**src/rtl/cam_match_encoder_if.sv**
```systemverilog
// Handshake bundle between a CAM lookup port, the match encoder and its hit consumer.
// master = lookup/consumer side, slave = encoder side.
interface cam_match_encoder_if #(
    parameter int ADDR_WIDTH = 4
);
    logic                    match_valid;
    logic [2**ADDR_WIDTH-1:0] match_vec;
    logic                    match_ready;
    logic                    hit_valid;
    logic                    hit_ready;
    logic [ADDR_WIDTH-1:0]   hit_addr;
    logic                    hit_last;
    logic                    miss;
    logic [ADDR_WIDTH:0]     match_count;

    modport master (
        output match_valid, match_vec, hit_ready,
        input  match_ready, hit_valid, hit_addr, hit_last, miss, match_count
    );

    modport slave (
        input  match_valid, match_vec, hit_ready,
        output match_ready, hit_valid, hit_addr, hit_last, miss, match_count
    );
endinterface

```
**src/rtl/cam_match_encoder.sv**
```systemverilog
// Serialises a CAM match bitmap into one hit address per cycle, lowest address first.
// Optional macro CAM_MATCH_COUNT_EN adds a registered popcount of each accepted vector.
//
// state | meaning
// IDLE  | ready for a new match vector; hit outputs held at 0
// EMIT  | presenting the lowest set bit of pending until the last one is taken
module cam_match_encoder #(
    parameter int ADDR_WIDTH = 4
) (
    input  logic clk,
    input  logic rst,
    cam_match_encoder_if.slave bus
);
    localparam int VEC_W = 2**ADDR_WIDTH;

    localparam logic [0:0] ST_IDLE = 1'b0;
    localparam logic [0:0] ST_EMIT = 1'b1;

    logic [0:0]            r_state;
    logic [VEC_W-1:0]      r_pending;
    logic                  r_miss;

    logic [ADDR_WIDTH-1:0] w_low_addr;
    logic [VEC_W-1:0]      w_pending_next;
    logic                  w_single;
    logic                  w_accept;
    logic                  w_emit;

    always_comb begin
        w_low_addr = '0;
        for (int i = VEC_W - 1; i >= 0; i--) begin
            if (r_pending[i]) begin
                w_low_addr = ADDR_WIDTH'(i);
            end
        end
    end

    // x & (x-1) drops exactly the lowest set bit, i.e. the one at w_low_addr.
    assign w_pending_next = r_pending & (r_pending - VEC_W'(1));
    assign w_single       = (r_pending != '0) && (w_pending_next == '0);
    assign w_emit         = (r_state == ST_EMIT);
    assign w_accept       = bus.match_valid && (r_state == ST_IDLE);

    always_ff @(posedge clk) begin
        if (rst) begin
            r_state   <= ST_IDLE;
            r_pending <= '0;
            r_miss    <= 1'b0;
        end else begin
            r_miss <= 1'b0;
            case (r_state)
                ST_IDLE: begin
                    if (w_accept) begin
                        r_pending <= bus.match_vec;
                        if (bus.match_vec != '0) begin
                            r_state <= ST_EMIT;
                        end else begin
                            r_miss <= 1'b1;
                        end
                    end
                end
                ST_EMIT: begin
                    if (bus.hit_ready) begin
                        r_pending <= w_pending_next;
                        if (w_single) begin
                            r_state <= ST_IDLE;
                        end
                    end
                end
                default: begin
                    r_state <= ST_IDLE;
                end
            endcase
        end
    end

    assign bus.match_ready = (r_state == ST_IDLE);
    assign bus.hit_valid   = w_emit;
    assign bus.hit_addr    = w_emit ? w_low_addr : '0;
    assign bus.hit_last    = w_emit && w_single;
    assign bus.miss        = r_miss;

`ifdef CAM_MATCH_COUNT_EN
    logic [ADDR_WIDTH:0] r_count;
    logic [ADDR_WIDTH:0] w_popcount;

    always_comb begin
        w_popcount = '0;
        for (int i = 0; i < VEC_W; i++) begin
            w_popcount = w_popcount + (ADDR_WIDTH + 1)'(bus.match_vec[i]);
        end
    end

    always_ff @(posedge clk) begin
        if (rst) begin
            r_count <= '0;
        end else if (w_accept) begin
            r_count <= w_popcount;
        end
    end

    assign bus.match_count = r_count;
`else
    assign bus.match_count = '0;
`endif
endmodule
```
**src/flat_wrapper.sv**
```systemverilog
// flat-port wrapper written by rule: the top's interface ports become plain ports
module cam_match_encoder_flat 
#(
    parameter int ADDR_WIDTH = 4
)
  (clk, rst, bus_match_valid, bus_match_vec, bus_hit_ready, bus_match_ready, bus_hit_valid, bus_hit_addr, bus_hit_last, bus_miss, bus_match_count);
  cam_match_encoder_if #(.ADDR_WIDTH(ADDR_WIDTH)) bus_i ();
  input  logic clk;
  input  logic rst;
  input wire logic [$bits(bus_i.match_valid)-1:0] bus_match_valid;
  input wire logic [$bits(bus_i.match_vec)-1:0] bus_match_vec;
  input wire logic [$bits(bus_i.hit_ready)-1:0] bus_hit_ready;
  output wire logic [$bits(bus_i.match_ready)-1:0] bus_match_ready;
  output wire logic [$bits(bus_i.hit_valid)-1:0] bus_hit_valid;
  output wire logic [$bits(bus_i.hit_addr)-1:0] bus_hit_addr;
  output wire logic [$bits(bus_i.hit_last)-1:0] bus_hit_last;
  output wire logic [$bits(bus_i.miss)-1:0] bus_miss;
  output wire logic [$bits(bus_i.match_count)-1:0] bus_match_count;
  assign bus_i.match_valid = bus_match_valid;
  assign bus_i.match_vec = bus_match_vec;
  assign bus_i.hit_ready = bus_hit_ready;
  assign bus_match_ready = bus_i.match_ready;
  assign bus_hit_valid = bus_i.hit_valid;
  assign bus_hit_addr = bus_i.hit_addr;
  assign bus_hit_last = bus_i.hit_last;
  assign bus_miss = bus_i.miss;
  assign bus_match_count = bus_i.match_count;
  cam_match_encoder #(.ADDR_WIDTH(ADDR_WIDTH)) u_core (.clk(clk), .rst(rst), .bus(bus_i));
endmodule
```
**config.mk**
```make
export PLATFORM = sky130hd
export DESIGN_NAME = cam_match_encoder_flat
export DESIGN_NICKNAME = d
export VERILOG_FILES = /design/src/rtl/cam_match_encoder_if.sv /design/src/rtl/cam_match_encoder.sv /design/src/flat_wrapper.sv
export SDC_FILE = /design/constraint.sdc
export NUM_CORES = 1
export LEC_CHECK = 0
export BUFFER_PORTS_ARGS = -buffer_cell sky130_fd_sc_hd__buf_2
export CAP_MARGIN = 10
export CORE_MARGIN = 8
export CORE_UTILIZATION = 30
export DETAILED_ROUTE_END_ITERATION = 8
export SLEW_MARGIN = 20
export SYNTH_ARGS = -nofsm -noshare
export SYNTH_HDL_FRONTEND = slang
export SYNTH_SLANG_ARGS = --single-unit
```
**constraint.sdc**
```tcl
create_clock -name clk -period 2.75 [get_ports clk]
set_input_delay 0.55 -clock clk [delete_from_list [all_inputs] [get_ports clk]]
set_output_delay 0.55 -clock clk [all_outputs]
set_load 0.01 [all_outputs]
```
==> results of run 1 <==
==> metal layers <==
metal | wire length (um) | track usage | vias to the layer above
met4 | 18 | 0.0375 | 0
met2 | 1770 | 0.178 | 45
met3 | 149 | 0.0155 | 2
li1 | - | - | 645
met5 | 0 | 0 | -
met1 | 1770 | 0.149 | 598
==> area by class of cell <==
| cell class | instances | share of cell area |
|---|---|---|
| repair buffers | 37 | 0.140 |
| well taps | 50 | 0.0416 |
| clock buffers | 4 | 0.0366 |
| inverters | 3 | 0.00749 |
| flip-flops and latches | 18 | 0.245 |
| multi-input cells | 129 | 0.530 |
==> state kept, by name, summed over array words and instances, names as in the netlist <==
name	cells
u_core.bus.miss	1
u_core.r_pending	16
u_core.bus.hit_valid	1
==> worst paths after layout <==
kind,end,cells after the start
worst max-delay path,bus_hit_last,7
worst min-delay path,u_core.r_pending[8],3
worst max register to register,u_core.bus.hit_valid,7
worst min register to register,u_core.r_pending[15],2
==> worst min-delay path, cell delays in order <==
cell and delay [ps]:
buf_2 100, nand2_1 50, a21oi_1 50
==> report_power, final <==
part           total [uW]  internal (uW)  switching [uW]
registers             318            279            38.9
clock network         216            127            88.9
logic                 275            126             149
==> kinds of logic after synthesis <==
family                   count (synthesis)  share of synthesized area
adder cells (fa/ha/maj)                  1                    0.00793
buffers and inverters                   21                      0.105
multiplexers                             1                    0.00793
AND/OR/NAND/NOR                         72                      0.325
flip-flops                              18                      0.285
other                                    1                    0.00297
AO/OA/AOI/OAI                           50                      0.266
==> Yosys cell counts, types with 2 or more instances <==
library cell,count,share of area
a211oi_1,3,0.018
a21oi_1,22,0.087
a221oi_1,2,0.014
a22oi_1,3,0.018
buf_4,6,0.036
buf_6,4,0.036
clkbuf_1,7,0.021
dfxtp_1,18,0.29
inv_1,3,0.0089
nand2_1,15,0.045
nand3_1,8,0.032
nand4_1,3,0.015
nor2_1,19,0.056
nor2b_1,3,0.015
nor3_1,6,0.024
nor4_1,5,0.025
nor4_4,3,0.051
o21ai_0,3,0.012
o21ai_1,2,0.0079
o21bai_1,2,0.012
o22ai_1,2,0.0099
o31ai_1,2,0.012
o41ai_2,2,0.026
==> through the flow <==
stage                     total power, uW  setup WS (ps)  hold WS (ps)
after global routing                  858           -109           545
after floorplan                       505            547           503
final                                 809           27.9           540
after detailed placement              570            270           541
after CTS                             790           2.98           541
after global placement                571            306           537
==> what timing repair did <==
action | CTS | global route
resized for setup | 0 | 6
cloned | 0 | 0
buffers inserted | 1 | 3
setup endpoints to repair | 1 | 1
pin swaps | 1 | 4
==> results_dict.tcl, run 1 <==
set metrics [dict create \
    slew_violations 0 \
    finalHoldViolCount 0 \
    crit_slowest_cell "dfxtp_4" \
    grt_overflow_total 0 \
    r2r_start "u_core.r_pending[0]" \
    io-pin-count 33 \
    vdd.ir_drop.worst_mv 0.231 \
    min_path_type "in2reg" \
    p_leak_uw 0.000621 \
    required_ps 2200 \
    numPortBuffers 27 \
    grt_setup_unrepaired "true" \
    skew_ps 2.15 \
    p_per_area_nw_per_um2 538 \
    crit_chain "nor4_4 -> nand3_2 -> o41ai_2 -> nand3_1 -> nor3_2 -> nor3b_2 -> buf_2" \
    hpwlAfterDp_um 2800 \
    dr.pass1.iters 5 \
    arrival_ps 2170 \
    grt_max_degree 19 \
    synth_ff_type "dfxtp_1" \
    setup_viol 0 \
    core_area_sq_um 4030 \
    area.sequential_sq_um 368 \
    grt_pass1_wl_um 5900 \
    grtUsageTotal 0.111 \
    rows 23 \
    fin_setup_tns_ps 0 \
    clk_latency_ps 250 \
    slew_headroom 0.560 \
    synthArstFlopShare 0 \
    routed_via_density 5.35 \
    dpl_cell_area_sq_um 1400 \
    htree_levels 1 \
    cp_slowest_stage_delay_ps 370 \
    antenna_left 0 \
    n_antenna_cell 0 \
    netlist_area_sq_um 1260 \
    gp_congestion 0.869 \
    drt_iter0_drc 111 \
    start_kind "flop" \
    post-route-min-period_ps 2720 \
    worst_slew_pin_slew_ps 658 \
    dpl.cell_count 233 \
    synth_cell_types 44 \
    final_common_cell "buf_2" \
    synth_edf_count 0 \
    clk_pin_slew_ps 70 \
    netlist_instances 164 \
    cts_hold_repair.buffers 0 \
    num_vias 1290 \
    antenna_found_initial 0 \
    grt_pass1_vias 1236 \
    cp-end-kind "output port" \
    cts_sinks 18 \
    final_cells 241 \
    wl_um 3710 \
    synth-seq-cells 18 \
    r2r_slack_ps 870 \
    cp_num_buf_inv 1 \
    drive_gt1_frac 0.293 \
    die_h_um 80.9 \
    utilization 0.373 \
    start_util 0.313 \
    fin_crit_sh 0.990 \
    nets 212 \
    max_freq_mhz 367 \
    nFillCells 436 \
    crit_family "simple AND/OR/NAND/NOR gates" \
    drc 0 \
    die_width_um 80.9 \
    worstHoldStart "bus_match_vec[8]" \
    wire_per_inst_um 15.4 \
    multiInputGateArea_sq_um 796 \
    cts_made_buffers 3 \
    ys_warn_count 0 \
    startpoint "u_core.r_pending[0]" \
    critPathKind "reg2out" \
    area_growth_pct 19.0 \
    layout.cells.most_common_list "27 x buf_2, 22 x a21oi_1, 19 x nor2_1" \
    status "complete, no violations" \
    cts-root-buf "clkbuf_8" \
    cap_violations 0 \
    design_area_sq_um 1500 \
    syn_area_per_cell_sq_um 7.70 \
    dieArea_sq_um 6540 \
    critPathMaxFanout 7 \
    cts_tree "built" \
    cts_buffer_depth 2 \
    yosysSeqAreaShare 0.285 \
]
No activity file was read; power rests on OpenSTA's default activity.
==> run 2, diff against run 1 <==
--- a/config.mk
+++ b/config.mk
@@ -5,7 +5,7 @@
 export SDC_FILE = /design/constraint.sdc
 export NUM_CORES = 1
 export LEC_CHECK = 0
-export BUFFER_PORTS_ARGS = -buffer_cell sky130_fd_sc_hd__buf_2
+export BUFFER_PORTS_ARGS = -buffer_cell sky130_fd_sc_hd__buf_4
 export CAP_MARGIN = 10
 export CORE_MARGIN = 8
 export CORE_UTILIZATION = 30
==> results_dict.tcl, run 2 (synthesized netlist as in run 1, its figures left out) <==
set metrics [dict create \
    status "complete, no violations" \
    busiest_layer "met2" \
    p_leak_uw 0.000636 \
    cts_sinks 18 \
    holdPathStages 3 \
    min_path_type "in2reg" \
    io-pin-count 33 \
    p_per_area_nw_per_um2 528 \
    r2r_cells 5 \
    use_met3 0.0221 \
    final_common_cell "buf_4" \
    wire_per_inst_um 15.4 \
    nets 211 \
    critPathMaxFanout 8 \
    dpl_cell_area_sq_um 1460 \
    numPortBuffers 27 \
    n_antenna_cell 0 \
    rows 23 \
    utilization 0.390 \
    num_vias 1305 \
    grt_setup_unrepaired "true" \
    setup_viol 0 \
    cts_tree "built" \
    arrival_ps 2110 \
    critPathKind "reg2out" \
    layout.cells.most_common_list "36 x buf_4, 22 x a21oi_1, 19 x nor2_1" \
    antenna_left 0 \
    routed_via_density 5.44 \
    cts-root-buf "clkbuf_8" \
    design_area_sq_um 1570 \
    crit_chain "nor4_4 -> buf_4 -> nand2_2 -> o41ai_4 -> nand3_1 -> nor3_2 -> nor3b_2 -> buf_4" \
    htree_levels 1 \
    drc 0 \
    cp-end-kind "output port" \
    hpwlAfterDp_um 2850 \
    crit_top_cell "buf_4" \
    slew_violations 0 \
    area_growth_pct 24.6 \
    grt_max_degree 19 \
    gp_congestion 0.851 \
    fin_crit_sh 0.966 \
    start_kind "flop" \
    grt_use_met2 0.170 \
    dieArea_sq_um 6540 \
    die_h_um 80.9 \
    worst_slew_pin_slew_ps 665 \
    grtUsageTotal 0.115 \
    power.total_uw 831 \
    skew_ps 6.20 \
    slew_headroom 0.553 \
    antenna_found_initial 0 \
    start_util 0.313 \
    crit_slowest_cell "dfxtp_4" \
    finalHoldViolCount 0 \
    clk_pin_slew_ps 70 \
    cap_violations 0 \
    post-route-min-period_ps 2660 \
    grt_pass1_wl_um 6000 \
    largest_reg_flops 16 \
    grt_use_met1 0.151 \
    clk_latency_ps 260 \
    cts_hold_repair.buffers 0 \
    drive_gt1_frac 0.300 \
    max_flop_register "u_core.r_pending" \
    vdd.ir_drop.worst_mv 0.303 \
    drt_iter0_drc 107 \
    cts_buffer_depth 2 \
    required_ps 2200 \
    die_width_um 80.9 \
    max_freq_mhz 376 \
    cp_slowest_stage_delay_ps 370 \
    dr.pass1.iters 4 \
    grt_pass1_vias 1260 \
    wl_um 3700 \
    core_area_sq_um 4030 \
    grt_overflow_total 0 \
    cts_made_buffers 3 \
]
==> run 2: cell count changes in the layout (fill, tap and decap cells not counted), sizes merged <==
cell  delta
buf      -1
==> run 2: repair_timing <==
action                                  4_1_cts  5_1_grt
endpoints found under the setup margin        1        1
setup buffers                                 1        3
resized for setup                             0        9
pin swaps                                     2        4
hold endpoints to repair                      0        0
==> run 2: layout make-up <==
cell class | instances | area (sq um)
Clock buffer | 4 | 55.1
Tap cell | 50 | 62.6
Timing Repair Buffer | 36 | 270
Fill cell | 449 | 2460
Multi-Input combinational cell | 129 | 803
Inverter | 3 | 11.3
Sequential cell | 18 | 370
==> run 2: critical path, delay by kind of cell, from the launching register on <==
kind	cells	cell delay [ps]
flip-flops	1	370
AO/OA/AOI/OAI	1	260
buffers and inverters	2	320
AND/OR/NAND/NOR	5	890
==> run 2: final timing paths <==
kind | to | start | slack [ps]
setup reg to reg | u_core.r_pending[12] | u_core.bus.hit_valid | 950
hold / removal | u_core.r_pending[8] | bus_match_vec[8] | 540
hold reg to reg | u_core.r_pending[15] | u_core.r_pending[15] | 550
setup / recovery | bus_hit_last | u_core.r_pending[1] | 90
==> run 2: report_power, final <==
group	switching (uW)	leakage (uW)	internal, uW	total (uW)
clock network	95.4	0.0000288	127	223
registers	41.4	0.000150	280	321
logic	146	0.000456	140	287
total	283	0.000636	547	831
==> run 2: metal layers <==
layer  share of wire  routed length [um]  up-vias
met5               0                   0        -
met4           0.032                 118        0
met3           0.051                 187       11
met2            0.44                1630       48
met1            0.48                1760      599
li1                -                   -      647
==> run 2: per-stage QoR <==
step           worst slack, ps  cells  TNS [ps]  hold slack, ps
3_5_place_dp               267    232         0             537
3_3_place_gp               324    232         0             532
5_1_grt                  -17.7    240     -17.7             543
6_report                  92.2    240         0             539
4_1_cts                   4.23    237         0             541
2_1_floorplan              547    168         0             503
==> run 3, diff against run 2 <==
--- a/config.mk
+++ b/config.mk
@@ -9,6 +9,7 @@
 export CAP_MARGIN = 10
 export CORE_MARGIN = 8
 export CORE_UTILIZATION = 30
+export CTS_BUF_LIST = sky130_fd_sc_hd__clkbuf_8
 export DETAILED_ROUTE_END_ITERATION = 8
 export SLEW_MARGIN = 20
 export SYNTH_ARGS = -nofsm -noshare
==> constraint.sdc (replaced) <==
create_clock -name clk -period 2.3 [get_ports clk]
set_input_delay 0.46 -clock clk [delete_from_list [all_inputs] [get_ports clk]]
set_output_delay 0.46 -clock clk [all_outputs]
set_load 0.01 [all_outputs]
==> results_dict.tcl, run 3 (synthesized netlist as in run 1, its figures left out) <==
set metrics [dict create \
    status "finished, violations left" \
    failed_checks "setup timing" \
    arrival_ps 2100 \
    io-pin-count 33 \
    worst_slew_pin_slew_ps 628 \
    grt_overflow_total 0 \
    cts-root-buf "clkbuf_8" \
    use_met3 0.0188 \
    critPathKind "reg2out" \
    grt_use_met1 0.173 \
    drive_gt1_frac 0.359 \
    clk_latency_ps 260 \
    gp_congestion 0.870 \
    post-route-min-period_ps 2560 \
    htree_levels 1 \
    p_per_area_nw_per_um2 621 \
    cts_buffer_depth 2 \
    cp-end-kind "output port" \
    setup_viol 1 \
    dr.pass1.iters 4 \
    drc 0 \
    slew_headroom 0.580 \
    cap_violations 0 \
    drt_iter0_drc 119 \
    wire_per_inst_um 15.7 \
    r2r_cells 11 \
    layout_setup_ws_ps -265 \
    cts_made_buffers 3 \
    wl_um 4060 \
    final_common_cell "buf_4" \
    whs_ps 448 \
    die_width_um 80.9 \
    grt_setup_unrepaired "true" \
    required_ps 1840 \
    hpwlAfterDp_um 3010 \
    critPathMaxFanout 2 \
    clk_pin_slew_ps 80 \
    start_util 0.313 \
    layout.cells.most_common_list "55 x buf_4, 22 x a21oi_1, 19 x nor2_1" \
    fin_setup_tns_ps -265 \
    start_kind "flop" \
    max_flop_register "u_core.r_pending" \
    dieArea_sq_um 6540 \
    holdPathStages 3 \
    core_area_sq_um 4030 \
    n_antenna_cell 0 \
    routed_via_density 5.24 \
    fin_crit_sh 1.12 \
    largest_reg_flops 16 \
    numPortBuffers 27 \
    cts_sinks 18 \
    pre_cts_slack_ps 5.98 \
    grt_use_met2 0.194 \
    grt_max_degree 19 \
    vdd.ir_drop.worst_mv 0.326 \
    antenna_left 0 \
    rows 23 \
    die_h_um 80.9 \
    finalHoldViolCount 0 \
    cts_tree "built" \
    antenna_found_initial 0 \
    grtUsageTotal 0.126 \
    area_growth_pct 36.0 \
    p_leak_uw 0.000737 \
    num_vias 1357 \
    grt_pass1_vias 1335 \
    skew_ps 3.77 \
    min_path_type "in2reg" \
    nets 230 \
    power.total_uw 1070 \
    slew_violations 0 \
    max_freq_mhz 390 \
    busiest_layer "met2" \
    grt_pass1_wl_um 6570 \
]
run 3: through the flow:
| stage | std cells | cell area, sq um | utilization |
|---|---|---|---|
| final | 259 | 1720 | 0.426 |
| after global routing | 259 | 1720 | 0.426 |
| after CTS | 259 | 1700 | 0.422 |
| after detailed placement | 246 | 1560 | 0.388 |
| after global placement | 246 | 1560 | 0.388 |
| after floorplan | 168 | 1280 | - |
run 3: metal layers:
layer | vias up | part of all wire
li1 | 686 | -
met1 | 628 | 0.48
met2 | 36 | 0.47
met3 | 7 | 0.040
met4 | 0 | 0.014
met5 | - | 0
run 3: worst max-delay path: stages, from the launching register on:
cell and delay (ps):
dfxtp_2 340, nor4_4 310, buf_4 180, nand2_4 60, o41ai_4 250, nand3_1 140, nor3_2 210, nor3b_2 210
buf_4 150
run 3: path summary, 6_finish.rpt:
| path | start | end | slack (ps) |
|---|---|---|---|
| worst min register to register | u_core.r_pending[15] | u_core.r_pending[15] | 520 |
| worst min-delay path | bus_match_vec[14] | u_core.r_pending[14] | 450 |
| worst max-delay path | u_core.r_pending[2] | bus_hit_last | -260 |
| worst max register to register | u_core.r_pending[2] | u_core.bus.hit_valid | 340 |
run 3: timing repair:
| action | in CTS | in global routing |
|---|---|---|
| endpoints found under the hold margin | 0 | 0 |
| resized for setup | 3 | 5 |
| hold buffers | 0 | 0 |
| setup buffers | 9 | 0 |
| pin swaps | 6 | 0 |
| setup endpoints to repair | 1 | 3 |
run 3: power breakdown:
part / internal [uW] / total (uW) / switching (uW) / leakage [uW]
sequential: 334 / 366 / 32.2 / 0.000150
clock: 152 / 270 / 118 / 0.0000288
combinational: 220 / 430 / 210 / 0.000558
run 3: final cells by class:
type | instances | area, sq um
inverter | 3 | 11.3
fill | 428 | 2310
sequential | 18 | 368
multi-input combinational | 129 | 807
timing repair buffer | 55 | 413
clock buffer | 4 | 55.1
tap | 50 | 62.6
